===== src/rtl/noc_config_pkg.sv =====
// Shared NoC configuration: network-wide parameters and the flit type used by
// every router-side block.
package noc_config_pkg;

  localparam int FLIT_WIDTH = 8;

  typedef logic [FLIT_WIDTH-1:0] noc_flit;

  typedef struct packed {
    logic [7:0] virtual_channels;
    logic [7:0] router_ports;
  } noc_config;

  localparam noc_config NOC_DEFAULT_CONFIG = '{virtual_channels: 8'd2, router_ports: 8'd5};

endpackage


===== src/rtl/noc_vc_fifo.sv =====
// Single-VC circular-buffer FIFO with explicit pointer wrap and a registered
// occupancy count, so DEPTH need not be a power of two.
module noc_vc_fifo #(
  parameter int WIDTH = 8,
  parameter int DEPTH = 4,
  localparam int CWIDTH = $clog2(DEPTH + 1)
) (
  input  logic              clk,
  input  logic              rst,
  input  logic              i_push,
  input  logic [WIDTH-1:0]  i_data,
  output logic              o_full,
  output logic              o_empty,
  output logic [CWIDTH-1:0] o_count,
  input  logic              i_pop,
  output logic [WIDTH-1:0]  o_data
);

  localparam int PTRW = $clog2(DEPTH);

  logic [WIDTH-1:0]  mem [DEPTH];
  logic [PTRW-1:0]   wrPtr_q, wrPtr_d;
  logic [PTRW-1:0]   rdPtr_q, rdPtr_d;
  logic [CWIDTH-1:0] count_q, count_d;
  logic              push, pop;

  assign o_full  = (count_q == CWIDTH'(DEPTH));
  assign o_empty = (count_q == '0);
  assign o_count = count_q;
  assign o_data  = mem[rdPtr_q];

  // Guard against a push into a full buffer or a pop from an empty one.
  assign push = i_push & ~o_full;
  assign pop  = i_pop & ~o_empty;

  always_comb begin
    wrPtr_d = wrPtr_q;
    rdPtr_d = rdPtr_q;
    count_d = count_q;
    if (push) begin
      wrPtr_d = (wrPtr_q == PTRW'(DEPTH - 1)) ? '0 : wrPtr_q + PTRW'(1);
    end
    if (pop) begin
      rdPtr_d = (rdPtr_q == PTRW'(DEPTH - 1)) ? '0 : rdPtr_q + PTRW'(1);
    end
    case ({push, pop})
      2'b10:   count_d = count_q + CWIDTH'(1);
      2'b01:   count_d = count_q - CWIDTH'(1);
      default: count_d = count_q;
    endcase
  end

  always_ff @(posedge clk) begin
    if (rst) begin
      wrPtr_q <= '0;
      rdPtr_q <= '0;
      count_q <= '0;
    end else begin
      wrPtr_q <= wrPtr_d;
      rdPtr_q <= rdPtr_d;
      count_q <= count_d;
    end
  end

  always_ff @(posedge clk) begin
    if (push) begin
      mem[wrPtr_q] <= i_data;
    end
  end

endmodule


===== src/rtl/noc_channel_splitter.sv =====
// Receive side of the per-VC flit link: one-hot check, push/pop decode and one
// independent FIFO per virtual channel so a stalled VC never blocks another.
module noc_channel_splitter
  import noc_config_pkg::*;
#(
  parameter noc_config CONFIG = NOC_DEFAULT_CONFIG,
  parameter int DEPTH = 4,
  localparam int CHANNELS = int'(CONFIG.virtual_channels),
  localparam int CWIDTH = $clog2(DEPTH + 1)
) (
  input  logic                           clk,
  input  logic                           rst,
  input  logic [CHANNELS-1:0]            i_flit_valid,
  input  noc_flit                        i_flit,
  output logic [CHANNELS-1:0]            o_flit_ready,
  output logic [CHANNELS-1:0]            o_vc_valid,
  output logic [CHANNELS*FLIT_WIDTH-1:0] o_vc_flit,
  input  logic [CHANNELS-1:0]            i_vc_ready,
  output logic [CHANNELS*CWIDTH-1:0]     o_vc_count,
  output logic                           o_protocol_err
);

  logic                oneHot0;
  logic                protocolErr_q, protocolErr_d;
  logic [CHANNELS-1:0] full, empty, push, pop;

  assign oneHot0       = ($countones(i_flit_valid) <= 1);
  assign protocolErr_d = ~oneHot0;
  assign o_protocol_err = protocolErr_q;

  // Ready comes only from registered occupancy (plus reset), keeping the
  // sender free of any combinational loop through valid or consumer ready.
  assign o_flit_ready = ~full & {CHANNELS{~rst}};
  assign o_vc_valid   = ~empty;
  assign push         = i_flit_valid & o_flit_ready & {CHANNELS{oneHot0}};
  assign pop          = o_vc_valid & i_vc_ready;

  always_ff @(posedge clk) begin
    if (rst) begin
      protocolErr_q <= 1'b0;
    end else begin
      protocolErr_q <= protocolErr_d;
    end
  end

  for (genvar vc = 0; vc < CHANNELS; vc++) begin : gVc
    noc_vc_fifo #(
      .WIDTH (FLIT_WIDTH),
      .DEPTH (DEPTH)
    ) uFifo (
      .clk     (clk),
      .rst     (rst),
      .i_push  (push[vc]),
      .i_data  (i_flit),
      .o_full  (full[vc]),
      .o_empty (empty[vc]),
      .o_count (o_vc_count[vc*CWIDTH +: CWIDTH]),
      .i_pop   (pop[vc]),
      .o_data  (o_vc_flit[vc*FLIT_WIDTH +: FLIT_WIDTH])
    );
  end

endmodule


===== config.mk =====
export PLATFORM = sky130hd
export DESIGN_NAME = noc_channel_splitter
export DESIGN_NICKNAME = d
export VERILOG_FILES = /design/src/rtl/noc_config_pkg.sv /design/src/rtl/noc_vc_fifo.sv /design/src/rtl/noc_channel_splitter.sv
export SDC_FILE = /design/constraint.sdc
export NUM_CORES = 1
export LEC_CHECK = 0
export CORE_ASPECT_RATIO = 0.5
export CORE_MARGIN = 3
export CORE_UTILIZATION = 49
export DETAILED_ROUTE_END_ITERATION = 7
export GPL_ROUTABILITY_DRIVEN = 0
export PLACE_DENSITY = 0.8
export SETUP_SLACK_MARGIN = 0.05
export SKIP_LAST_GASP = 1
export SLEW_MARGIN = 20
export SYNTH_ARGS = -nofsm -noshare
export SYNTH_HDL_FRONTEND = slang
export SYNTH_SLANG_ARGS = --single-unit

===== constraint.sdc =====
create_clock -name clk -period 2.1 [get_ports clk]
set_input_delay 0.42 -clock clk [delete_from_list [all_inputs] [get_ports clk]]
set_output_delay 0.42 -clock clk [all_outputs]
set_load 0.02 [all_outputs]

### After elaboration in Yosys (flattened, before gate mapping)

Memory sizes are Yosys's and may differ from the RTL's. A register that Yosys moved wholly into a read port is not among the register bits.
Index checks and enable logic that the tools add are counted.

| cells by class | value |
|---|---|
| bitwise operators | 16 |
| reduce and logical (&&, ||, !) cells | 4 |
| shift operators | 0 |
| mux-type cells | 14 |
| eq/ne operators | 10 |
| divide/modulo/power cells | 0 |
| add/sub/neg operators | 9 |
| $lt $le $gt $ge | 1 |
| multipliers | 0 |

Operators by type and width:

| kind | count |
|---|---|
| 2-bit 2-to-1 mux | 8 |
| 2-bit equality test, second input constant | 6 |
| 3-bit case mux with 2 select lines | 2 |
| 2-bit by 1-bit adder with 2-bit output, second input constant | 4 |
| 2-bit bitwise AND | 4 |
| 3-bit by 1-bit adder with 3-bit output, second input constant | 2 |
| 3-bit equality test, second input constant | 2 |
| 3-bit zero test | 2 |
| 1-bit inverter | 6 |
| 3-bit by 1-bit subtractor with 3-bit output, second input constant | 2 |
| 1-bit bitwise AND | 4 |
| 2-bit by 1-bit equality test with 1-bit output, second input constant | 2 |
| 1-bit 2-to-1 mux | 4 |
| 2-bit inverter | 2 |
| 2-bit nonzero test | 2 |
| 1-bit by 1-bit adder with 2-bit output | 1 |
| 2-bit by 1-bit <= comparator with 1-bit output, second input constant | 1 |

| storage, ports and cells | value |
|---|---|
| latch bits | 0 |
| output and inout bits | 27 |
| input bits | 14 |
| memories kept | 2 |
| flip-flop bits (word level) | 15 |
| logic and storage cells | 63 |
| bits in writable memories | 64 |
| bits in read-only memories | 0 |

Memory list:

| name | depth | bits a word | read ports | clocked after Yosys merged registers in | wr ports | line | RTL |
|---|---|---|---|---|---|---|---|
| gVc[0].uFifo.mem | 4 | 8 | 1 | 1 | 1 | noc_vc_fifo.sv:21 | `logic [WIDTH-1:0] mem [DEPTH];` |
| gVc[1].uFifo.mem | 4 | 8 | 1 | 1 | 1 | noc_vc_fifo.sv:21 |  |

### Depth between registers and ports, before layout

| depth | value |
|---|---|
| depth in word-level cells | 8 |
| gate-level depth with buffers | 10 |
| depth with buffers taken out | 9 |

### By module

From an unflattened synthesis, not the netlist that was laid out.

| unflattened totals | value |
|---|---|
| cells, all modules | 202 |
| area total of the unflattened synthesis | 3,370.7 µm² |

Modules (own cells, without submodules):

| module | times used | cells an instance | area each (µm²) | sequential area each (µm²) |
|---|---|---|---|---|
| noc_vc_fifo | 2 | 96 | 1,647.8 | 1,141.1 |
| noc_channel_splitter | 1 | 10 | 75.1 | 20.0 |

### Worst setup path after synthesis

OpenSTA, ideal clock, no wires.

| path | value |
|---|---|
| path kind | register -> register |
| start point | reg gVc[0].uFifo.count_q[2] |
| end point | reg gVc[0].uFifo.count_q[2] |
| setup time | 0.070 ns |
| stages on the path, launching flop included | 10 |
| buffers on the path | 0 |
| data required time | 2.030 ns |
| data arrival time | 2.073 ns |
| clock period less this slack | 2.142 ns |
| setup slack | -0.042 ns |
| path through | dfxtp_1 nor3b_2 nor3_4 inv_1 ha_1 inv_1 fa_1 xor2_1 or3_1 a21oi_1 |

| on the way | value |
|---|---|
| longest elaborated chain between the ends | 8 |
| elaborated cells between the ends (all ways) | 18 |
| those cells by class | 2 x add/sub; 3 x eq/ne; 1 x mux; 10 x bitwise; 2 x reduce/logical |

Ends and longest elaborated chain:

| item | line | RTL |
|---|---|---|
| start, declared | noc_vc_fifo.sv:24 | `logic [CWIDTH-1:0] count_q, count_d;` |
| start signal, assigned | noc_vc_fifo.sv:61 | `count_q <= count_d;` |
| 3-bit equality test | noc_vc_fifo.sv:27 | `assign o_full = (count_q == CWIDTH'(DEPTH));` |
| 2-bit inverter | noc_channel_splitter.sv:33 | `assign o_flit_ready = ~full & {CHANNELS{~rst}};` |
| 2-bit bitwise AND | noc_channel_splitter.sv:33 |  |
| 2-bit bitwise AND (2 in series) | noc_channel_splitter.sv:35 | `assign push = i_flit_valid & o_flit_ready & {CHANNELS{oneHot0}};` |
| 1-bit bitwise AND | noc_vc_fifo.sv:33 | `assign push = i_push & ~o_full;` |
| 2-bit by 1-bit equality test with 1-bit output or 2-bit equality test (tied branches) | noc_vc_fifo.sv:46 | `case ({push, pop})` |
| 3-bit case mux with 2 select lines or 2-bit nonzero test (tied branches) | - |  |

Several ways; a longest one is shown, not always the timed one.
A chain may end at the register's enable or synchronous reset.

### Worst setup path after layout

Same ends and word-level chain as after synthesis.

==> qor.csv <==
metric;value;unit
status;finished, final reports clean;
maximum root-to-sink buffer count;2;
IO Pins;41;
DIE AREA;7910;um^2
Clk pin slew, worst setup/hold paths;60;ps
Combinational Power Share;24.6;%
residual DRC count;0;
PortBufs;40;
Root Driver;clkbuf_16;
pwr/cell area;1060;nW/um^2
remaining antenna violation count;0;
Pre-antenna DRT Iters;4;
fin crit share;96.4;%
sw frac;27.6;%
initial antenna violation count;0;
RSZ-0062 raised after global routing;yes;
Arr. time, crit path;2280;ps
H-tree depth;3;
worst skew pair latency;340;ps
synthesized instance count;192;
post-layout min period;2020;ps
NetSw;1.28;mW
# hold bufs at CTS;0;
clock power share;33.3;%
grt ovf;0;
final worst setup slack;75.4;ps
setup TNS;0;ps
largest net degree at the start of global routing;16;
number of global-route vias before repair;2048;
Final Slew Violations;0;
Post-Syn Area;3340;um^2
vias per cell;5.07;
critical path class;register to register;
Post-Place Setup Slack;-388;ps
CTS tree;done;
Seq pwr share;42.1;%
chip width;123;um
vias post-DR;1795;
n_diodes;0;
CP Launch Type;register;
fraction of final layout cells sized beyond drive strength 1;32.7;%
Max Cap Viol;0;
CTS Buf Count;9;
Internal;3.36;mW
Final setup viols;0;
Max Clk Rate;494;MHz
Mapped Nets;220;
Crit path top cell by count;inv_1;
Slowest Stage Delay on Critical Path;370;ps
top cell type by total area after synthesis;edfxtp_1;
Worst Setup End Kind;register;
Synth cell types;25;
routed len/inst;16.9;um
DPL Wire Length;4190;um
nets@finish;289;
Routed WL;5970;um
slowest cell on the critical path;dfxtp_2;
Cell Rows;20;
GRT Total Usage;17.3;%
first-pass GRT wire length;10000;um
Slew headroom;72.2;%
register area share after synthesis;68.9;%
worst path required time;2350;ps
most common cell after layout, fill and taps aside;edfxtp_1;
CP Max Fanout;6;
VDD IR max;0.653;mV
worst slew pin tran;416;ps
Tot Pwr;4.64;mW
most frequent cells in the layout;edfxtp_1, nor2_1, clkdlybuf4s50_1, mux4_2;
worst path cell trace;nor3b_4 -> nor3_4 -> inv_1 -> ha_1 -> inv_1 -> fa_1 -> xor2_1 -> or3_1 -> a21oi_1;
number of DRC markers in iteration 0;125;
FILL cells;404;
Die Y;64.4;um
Initial Util;52.8;%
#FFs+latches synth;83;
P_leak;1.57;nW
leading post-synthesis cells by cell area;edfxtp_1, dfxtp_1, mux4_2, ha_1, nor2_1;
core area;6330;um^2
Yosys top cell area share;57.5;%
syn avg cell area;17.4;um^2
Area growth, synth to finish;30.8;%
final hold viol count;0;
Synthesis Warnings;0;
TritonCTS Sinks;83;
Tightest Hold Check Type;register to register;
Layout Skew;7.64;ps
-- critical path: cells and delay by family (launching register included) --
family / cells / cell delay [ps]
adders and majority gates: 2 / 520
and+or+nand+nor: 3 / 620
DFF: 1 / 370
buffers and inverters: 2 / 120
xor gates and xnor gates: 1 / 160
AOI/OAI and AO/OA: 1 / 160
-- layout make-up --
cell class	count	area, um^2	share of cell area (%)
repair buffers	64	622	14.2
inverters	15	56.3	1.29
clock inverters	7	73.8	1.69
well taps	88	110	2.52
clock buffers	9	225	5.15
flip-flops and latches	83	2310	52.9
multi-input cells	88	972	22.2
-- through the flow --
step | instances | instance area (um^2) | hold WS (ps) | util, %
2_1_floorplan | 192 | 3360 | 463 | -
3_3_place_gp | 336 | 4130 | 473 | 65.2
3_5_place_dp | 336 | 4130 | 486 | 65.2
4_1_cts | 353 | 4410 | 501 | 69.6
5_1_grt | 354 | 4370 | 520 | 69.1
6_report | 354 | 4370 | 503 | 69.1
-- cells by family (layout without fill, tap and decap cells) --
kind of cell,after synthesis,after routing,share of synthesized area (%)
AO/OA/AOI/OAI,10,10,1.95
buffers and inverters,21,95,2.66
flip-flops,83,83,68.9
AND/OR/NAND/NOR,38,38,6.81
XOR/XNOR,4,4,1.05
adder cells (fa/ha/maj),14,14,5.69
multiplexers,22,22,13.0
-- final timing paths --
| kind | from | end | slack, ps | cells after the start |
|---|---|---|---|---|
| worst max-delay path | gVc[0].uFifo.o_count[2]$_SDFFE_PP0P_ | gVc[0].uFifo.o_count[2]$_SDFFE_PP0P_ | 80 | 9 |
| worst min-delay path | gVc[0].uFifo.rdPtr_q[0]$_SDFFE_PP0P_ | register | 500 | 2 |
| worst max register to register | gVc[0].uFifo.o_count[2]$_SDFFE_PP0P_ | gVc[0].uFifo.o_count[2]$_SDFFE_PP0P_ | 80 | 9 |
| worst min register to register | gVc[0].uFifo.rdPtr_q[0]$_SDFFE_PP0P_ | register | 500 | 2 |
-- cell usage after synthesis, drive strengths merged --
master and number:
nor3b 2, o21ai 2, nand2b 1, xor2 4, clkbuf 1, mux2i 2, inv 15, edfxtp 64
ha 12, fa 2, a21oi 6, or3 6, nor4 1, buf 5, nor2 17, mux2 4
dfxtp 19, mux4 16, and2 8, nand2 2, nor3 1, o31ai 2
-- sequential cells by signal, indices dropped and copies added, names as in the netlist, named ones only --
signal             count
gVc.uFifo.wrPtr_q      4
gVc.uFifo.rdPtr_q      4
gVc.uFifo.o_count      6
gVc.uFifo.mem         64
o_protocol_err         1
-- power groups by stage --
stage	logic, mW	registers (mW)	clock network, mW
after floorplan	0.631	2.01	0
after global placement	1.19	1.98	0
after detailed placement	1.23	1.99	0
after CTS	1.18	1.95	1.58
after global routing	1.25	1.97	1.65
final	1.14	1.96	1.55
-- per-layer routing --
metal | vias to the layer above | global-route usage, % | wire (um)
met5 | - | 0 | 0
met4 | 0 | 6.14 | 79
met3 | 10 | 6.90 | 364
met2 | 47 | 29.4 | 3040
met1 | 884 | 20.0 | 2490
li1 | 854 | - | -
-- what timing repair did --
| item | in CTS | in global routing |
|---|---|---|
| hold endpoints to repair | 0 | 0 |
| endpoints found under the setup margin | 22 | 11 |
| gates resized for setup | 65 | 15 |
| pin swaps | 3 | 2 |
| setup buffers | 1 | 1 |
(Power assumes the default switching activity.)
